==> config.mk <==
export PLATFORM = sky130hd
export DESIGN_NAME = mult_dispatch
export DESIGN_NICKNAME = d
export VERILOG_FILES = /design/src/rtl/mult_dispatch.sv
export SDC_FILE = /design/constraint.sdc
export NUM_CORES = 1
export LEC_CHECK = 0
export ABC_AREA = 1
export BUFFER_PORTS_ARGS = -buffer_cell sky130_fd_sc_hd__buf_2
export CORE_MARGIN = 1
export CORE_UTILIZATION = 46
export DETAILED_ROUTE_END_ITERATION = 8
export PLACE_DENSITY = 0.67
export SKIP_CTS_REPAIR_TIMING = 1
export SYNTH_ARGS = -nofsm -noshare
export SYNTH_HDL_FRONTEND = slang
export SYNTH_SLANG_ARGS = --single-unit
==> constraint.sdc <==
create_clock -name clock -period 8.3 [get_ports clock]
set_input_delay 0.83 -clock clock [delete_from_list [all_inputs] [get_ports clock]]
set_output_delay 0.83 -clock clock [all_outputs]
set_load 0.02 [all_outputs]
==> src/rtl/mult_dispatch.sv <==
// Purpose : queues 64x64 operand pairs and issues them one at a time to an external multiplier.
// Latency : pair accepted -> start in 2 cycles when idle; done -> out_valid on the next edge.
// Backpressure: in_ready drops when the FIFO is full; a held result (out_valid) stalls issue.
//
// Ports:
//   clock, reset                  rising-edge clock, synchronous active-high reset
//   in_valid/in_ready             operand-pair handshake (in_mcand, in_mplier)
//   mcand, mplier, start          operands and one-cycle issue pulse to the multiplier
//   product, done                 multiplier result and completion level
//   out_valid/out_ready           result handshake (out_product)
//   op_count                      completed output transfers, only with MULT_DISPATCH_COUNT_EN
//
// Optional feature macro: MULT_DISPATCH_COUNT_EN (adds op_count output and counter).

module mult_dispatch #(
  parameter int DEPTH = 4
) (
  input  logic        clock,
  input  logic        reset,
  input  logic        in_valid,
  output logic        in_ready,
  input  logic [63:0] in_mcand,
  input  logic [63:0] in_mplier,
  output logic [63:0] mcand,
  output logic [63:0] mplier,
  output logic        start,
  input  logic [63:0] product,
  input  logic        done,
  output logic        out_valid,
  input  logic        out_ready,
  output logic [63:0] out_product
`ifdef MULT_DISPATCH_COUNT_EN
  ,
  output logic [31:0] op_count
`endif
);

  localparam int AW = $clog2(DEPTH);
  localparam logic [AW:0]   FULL_CNT = DEPTH[AW:0];
  localparam logic [AW:0]   CNT_ONE  = 1;
  localparam logic [AW-1:0] PTR_ONE  = 1;

  typedef enum logic [2:0] {
    IDLE,
    ISSUE,
    WAIT_LOW,
    WAIT_HIGH,
    HOLD
  } state_t;

  state_t state_q, state_d;

  // Each entry stores {mcand, mplier}.
  logic [127:0]  mem_q [DEPTH];
  logic [AW-1:0] wr_ptr_q, rd_ptr_q;
  logic [AW:0]   count_q, count_d;

  logic [63:0] mcand_q, mplier_q;
  logic        out_valid_q;
  logic [63:0] out_product_q;

  logic push, pop, load_ops, capture, consume;

  assign in_ready    = (count_q != FULL_CNT);
  assign push        = in_valid && in_ready;
  assign mcand       = mcand_q;
  assign mplier      = mplier_q;
  assign out_valid   = out_valid_q;
  assign out_product = out_product_q;

  // Next-state and control decode.
  always_comb begin
    state_d  = state_q;
    start    = 1'b0;
    pop      = 1'b0;
    load_ops = 1'b0;
    capture  = 1'b0;
    consume  = 1'b0;
    case (state_q)
      IDLE: begin
        if ((count_q != '0) && !out_valid_q) begin
          state_d  = ISSUE;
          load_ops = 1'b1;
        end
      end
      ISSUE: begin
        start   = 1'b1;
        pop     = 1'b1;
        state_d = WAIT_LOW;
      end
      WAIT_LOW: begin
        // done may still be high from the previous operation; wait for it to
        // drop so the level we act on belongs to this multiply.
        if (!done) state_d = WAIT_HIGH;
      end
      WAIT_HIGH: begin
        if (done) begin
          state_d = HOLD;
          capture = 1'b1;
        end
      end
      HOLD: begin
        if (out_valid_q && out_ready) begin
          state_d = IDLE;
          consume = 1'b1;
        end
      end
      default: state_d = IDLE;
    endcase
  end

  always_comb begin
    count_d = count_q;
    case ({push, pop})
      2'b10:   count_d = count_q + CNT_ONE;
      2'b01:   count_d = count_q - CNT_ONE;
      default: count_d = count_q;
    endcase
  end

  always_ff @(posedge clock) begin
    if (reset) begin
      state_q  <= IDLE;
      wr_ptr_q <= '0;
      rd_ptr_q <= '0;
      count_q  <= '0;
    end else begin
      state_q <= state_d;
      count_q <= count_d;
      if (push) wr_ptr_q <= wr_ptr_q + PTR_ONE;
      if (pop)  rd_ptr_q <= rd_ptr_q + PTR_ONE;
    end
  end

  // Storage needs no reset: occupancy is governed entirely by count_q.
  always_ff @(posedge clock) begin
    if (push) mem_q[wr_ptr_q] <= {in_mcand, in_mplier};
  end

  // Operands are only loaded on IDLE->ISSUE, so they stay stable for the
  // whole multiply.
  always_ff @(posedge clock) begin
    if (reset) begin
      mcand_q       <= '0;
      mplier_q      <= '0;
      out_valid_q   <= 1'b0;
      out_product_q <= '0;
    end else begin
      if (load_ops) begin
        mcand_q  <= mem_q[rd_ptr_q][127:64];
        mplier_q <= mem_q[rd_ptr_q][63:0];
      end
      if (capture) begin
        out_product_q <= product;
        out_valid_q   <= 1'b1;
      end else if (consume) begin
        out_valid_q <= 1'b0;
      end
    end
  end

`ifdef MULT_DISPATCH_COUNT_EN
  logic [31:0] op_count_q;

  assign op_count = op_count_q;

  always_ff @(posedge clock) begin
    if (reset) begin
      op_count_q <= '0;
    end else if (out_valid_q && out_ready) begin
      op_count_q <= op_count_q + 32'd1;
    end
  end
`endif

endmodule

### After elaboration in Yosys (flattened, before gate mapping)

Memories as Yosys holds them, arrays and structs flattened. A register that Yosys moved wholly into a read port is not among the register bits.
Cells that the tools add are included.

* register bits after elaboration: 75
* latch bits: 0
* output and inout bits: 195
* bits in read-only memories: 0
* memories kept: 1
* word-level logic and storage cells: 48
* bits of input ports: 197
* RAM bits: 512

* $add $sub $neg: 4
* reductions and logical operators: 9
* magnitude comparators: 0
* bitwise operators: 0
* shift-type cells: 0
* divide/modulo/power cells: 0
* eq/ne operators: 11
* muxes and demuxes: 17
* multipliers: 0

Memories
* mem_q: words 4, bits a word 128, read ports 1, clocked after Yosys merged registers in 1, wr ports 1, line 54 `logic [127:0] mem_q [DEPTH];`

Operator list (count)
* case mux 3 bit (5 select lines): 1
* 2-to-1 mux 3 bit: 4
* 2-to-1 mux 1 bit: 11
* inequality test 2 bit (second input constant): 4
* == test 3 x 2 -> 1 bit (second input constant): 2
* case mux 3 bit (2 select lines): 1
* adder 2 x 1 -> 2 bit (second input constant): 2
* AND reduction 4 bit: 1
* nonzero test 2 bit: 2
* adder 3 x 1 -> 3 bit (second input constant): 1
* == test 3 x 1 -> 1 bit (second input constant): 1
* == test 3 bit (second input constant): 1
* logical AND 1 bit: 3
* zero test 3 bit: 1
* inequality test 3 bit (second input constant): 1
* nonzero test 3 bit: 1
* subtractor 3 x 1 -> 3 bit (second input constant): 1
* == test 2 x 1 -> 1 bit (second input constant): 1
* == test 2 bit (second input constant): 1
* zero test 1 bit: 1

### Depth between registers and ports, before layout

* word-level depth: 5
* depth in mapped cells: 10
* gate-level depth less buffers: 10

### Worst setup path before layout

Ideal clock, no wire load.

* kind: input to register
* start point: in in_valid
* end point: mem mem_q[0][0] (enable)
* data arrival time: 6.330 ns
* path slack: 1.353 ns
* buffers on the path: 0
* required time: 7.683 ns
* stages: 2
* setup time: 0.617 ns
* cells stage by stage: nand2_1 -> nor2_1

* cells in the longest elaborated chain, start to end: 3

Ends and longest elaborated chain
* start, declared: line 20 `input logic in_valid,`
* logical AND 1 bit: line 65 `assign push = in_valid && in_ready;`
* 2-to-1 mux 1 bit: line 137 `if (push) mem_q[wr_ptr_q] <= {in_mcand, in_mplier};`
* 2-to-1 mux 1 bit (implied by the code): line 137
* end, declared: line 54

Every way passes these cells.

==> impl_metrics.yaml <==
worst_setup_path:
  crit_fanout: 177
  end_kind: "register"
  reg2reg_depth: 6
  endpoint: "mplier[2]$_SDFFE_PP0P_"
  reg2reg_to: "mplier[2]$_SDFFE_PP0P_"
  startpoint: "rd_ptr_q[0]$_SDFFE_PP0P_"
  r2r_slack_ns: 5.13
  path_class: "register to register"
  rr_startpoint: "rd_ptr_q[0]$_SDFFE_PP0P_"
  critPathLaunchType: "register"
  critPathArrivalTime_ns: 3.68
  crit_required_ns: 8.81
outcome:
  status: "finished clean"
logic_synthesis:
  synth_cell_type_count: 24
  synth-main-ff-cell: "edfxtp_1"
  synthAdderAreaFrac_pct: 0.3131
  yosys-top-cells-area: "edfxtp_1 (58%), dfxtp_1 (15%), nor2_1 (7.4%)"
  synth_seq_cells: 715
  synthTopCellsByCount: "nor2_1 (523), edfxtp_1 (512), o21ai_0 (353)"
  synth_top_area_share_pct: 58.30
  synth-edff-count: 512
  synth_xor_area_share_pct: 0
  synth_compound_area_share_pct: 13.10
  synthCells: 2161
  synth_mux_area_share_pct: 0
  synthSimpleGateAreaFrac_pct: 7.894
  syn-cell-area_mm2: 0.02637
  synth_most_common_cell: "nor2_1"
  ys_warn_count: 0
  syn_avg_cell_area_um2: 12.20
  synth_nets: 2364
  synth_top_cell_by_area: "edfxtp_1"
  synth_top_family_by_area: "compound AO/OA/AOI/OAI gates"
  yosysSeqAreaShare_pct: 73.71
  synthArstFlopShare_pct: 0
clock_tree:
  htree_levels: 3
  clockBufferDepth: 3
  cts_tree: "built"
  cts_buffers: 74
  path_clk_slew_ns: 0.06
  root_buffer: "clkbuf_16"
  cts_sinks: 715
  clk_latency_ns: 0.60
timing:
  finalHoldViolations: 0
  holdWs_ns: 0.4409
  relSlewSlack_pct: 21.06
  tightest_slew_ns: 1.184
  fin_crit_sh_pct: 38.13
  final-max-slew-violation-count: 0
  fin_skew_ns: 0.02292
  setup-tns-final_ns: 0
  finalCriticalPeriod_ns: 3.165
  setup_viol: 0
  rsz0062_at_grt: "false"
  max_freq_ghz: 0.3159
place:
  hpwlAfterDp_mm: 34.41
  port_buffers: 391
  place_congestion: 0.8444
grt:
  grt_pass1_vias: 16520
  grt_pass1_wl_mm: 93.65
  grt_util_all_layers_pct: 21.22
  antenna_found_initial: 15
  grt_overflow_total: 0
  grt_max_degree: 206
floorplanning:
  dieArea_mm2: 0.05829
  io_pins: 392
  core_mm2: 0.05650
  die_h_um: 241.4
  num_rows: 87
  die_x_um: 241.4
  initial_core_util_pct: 46.68
detailed_routing:
  wl_per_cell_um: 19.04
  first_pass_iters: 5
  viasPerCell: 5.251
  ant_nets: 0
  totalWireLength_mm: 63.05
  drtIter0Drc: 1051
  vias: 17390
  drc: 0
power:
  p_per_area_mw_per_mm2: 336.6
  p_leak_nw: 11.41
  ir_drop_mv: 0.2389
cells_and_area:
  fin_nets: 2699
  drive_gt1_share_pct: 20.52
  syn2layout_area_growth_pct: 16.66
min_path:
  hold_class: "register to register"
run:
  max_cap_viol_count: 0
-- metal layers --
metal / track usage, % / wire length (um) / up-vias
met3: 4.888 / 4067 / 120
met4: 7.863 / 1686 / 24
met2: 35.87 / 31040 / 451
li1: - / - / 8354
met5: 0 / 147 / -
met1: 26.59 / 26110 / 8441
-- cell families (layout without fill, tap and decap cells) --
| family | after synthesis | in the layout |
|---|---|---|
| buffers and inverters | 235 | 628 |
| flip-flops | 715 | 715 |
| adder cells (fa/ha/maj) | 6 | 6 |
| AND/OR/NAND/NOR | 547 | 547 |
| AO/OA/AOI/OAI | 658 | 658 |
| other | 0 | 2 |
-- per-stage QoR --
step / cell area [um^2] / setup WS (ns) / total power [mW] / instances / util, %
after floorplan: 26370 / 1.353 / 6.690 / 2161 / -
after global placement: 28500 / 4.882 / 7.304 / 3176 / 50.44
after detailed placement: 28500 / 4.870 / 7.376 / 3176 / 50.44
after CTS: 30760 / 5.262 / 10.48 / 3310 / 54.45
after global routing: 30760 / 4.938 / 10.93 / 3311 / 54.45
final: 30770 / 5.135 / 10.36 / 3312 / 54.46
-- worst min path at each step --
stage          cells after the start  slack, ns                           end                          from
5_1_grt                            1       0.41        mem_q[2][85]$_DFFE_PP_                  in_mcand[21]
3_3_place_gp                       2       0.43  out_product[43]$_SDFFE_PP0P_  out_product[43]$_SDFFE_PP0P_
2_1_floorplan                      2       0.46       count_q[2]$_SDFFE_PP0P_       count_q[2]$_SDFFE_PP0P_
6_report                           2       0.44  out_product[15]$_SDFFE_PP0P_  out_product[15]$_SDFFE_PP0P_
4_1_cts                            1       0.40        mem_q[3][92]$_DFFE_PP_                  in_mcand[28]
3_5_place_dp                       2       0.43  out_product[35]$_SDFFE_PP0P_  out_product[35]$_SDFFE_PP0P_
-- state kept, by name (all words and copies together) (netlist names) --
name         flops
state_q          3
out_product     64
rd_ptr_q         2
mcand           64
wr_ptr_q         2
mem_q          512
mplier          64
count_q          3
out_valid        1
-- layout by cell type (no fill, tap or decap), types with 2 or more instances in the layout --
| master | instances |
|---|---|
| diode_2 | 2 |
| o21ai_1 | 101 |
| nor2_1 | 519 |
| edfxtp_1 | 512 |
| buf_12 | 3 |
| clkbuf_1 | 23 |
| clkinv_4 | 2 |
| clkinv_1 | 6 |
| clkbuf_16 | 75 |
| dfxtp_1 | 201 |
| ha_1 | 5 |
| clkbuf_8 | 8 |
| nand3_1 | 5 |
| o21ai_0 | 353 |
| clkinv_2 | 12 |
| buf_4 | 12 |
| nand4_1 | 2 |
| o22ai_1 | 128 |
| dfxtp_4 | 2 |
| inv_1 | 84 |
| nor2_4 | 6 |
| a21oi_1 | 75 |
| nand2_1 | 14 |
| clkinvlp_4 | 2 |
| inv_4 | 2 |
| inv_6 | 5 |
| buf_2 | 391 |
| inv_8 | 2 |
-- area by class of cell --
class	instances	area, um^2
diodes	2	5.005
flip-flops and latches	715	19450
clock inverters	28	191.4
fillers	4743	25730
clock buffers	106	2073
repair buffers	406	2107
multi-input cells	1211	5650
inverters	88	347.8
well taps	756	945.9
-- power breakdown --
| group | switching, mW | internal, mW | total (mW) |
|---|---|---|---|
| Clock | 1.31 | 1.78 | 3.09 |
| Combinational | 1.88 | 0.751 | 2.64 |
| Sequential | 0.236 | 4.40 | 4.63 |
-- worst max-delay path: stages (launching register included) --
cell	delay, ns
dfxtp_4	0.53
inv_8	0.67
buf_4	0.87
nor2_1	0.23
o22ai_1	0.22
nor2_1	0.12
nor2_1	0.15
Power figures use the tool's default switching activity.
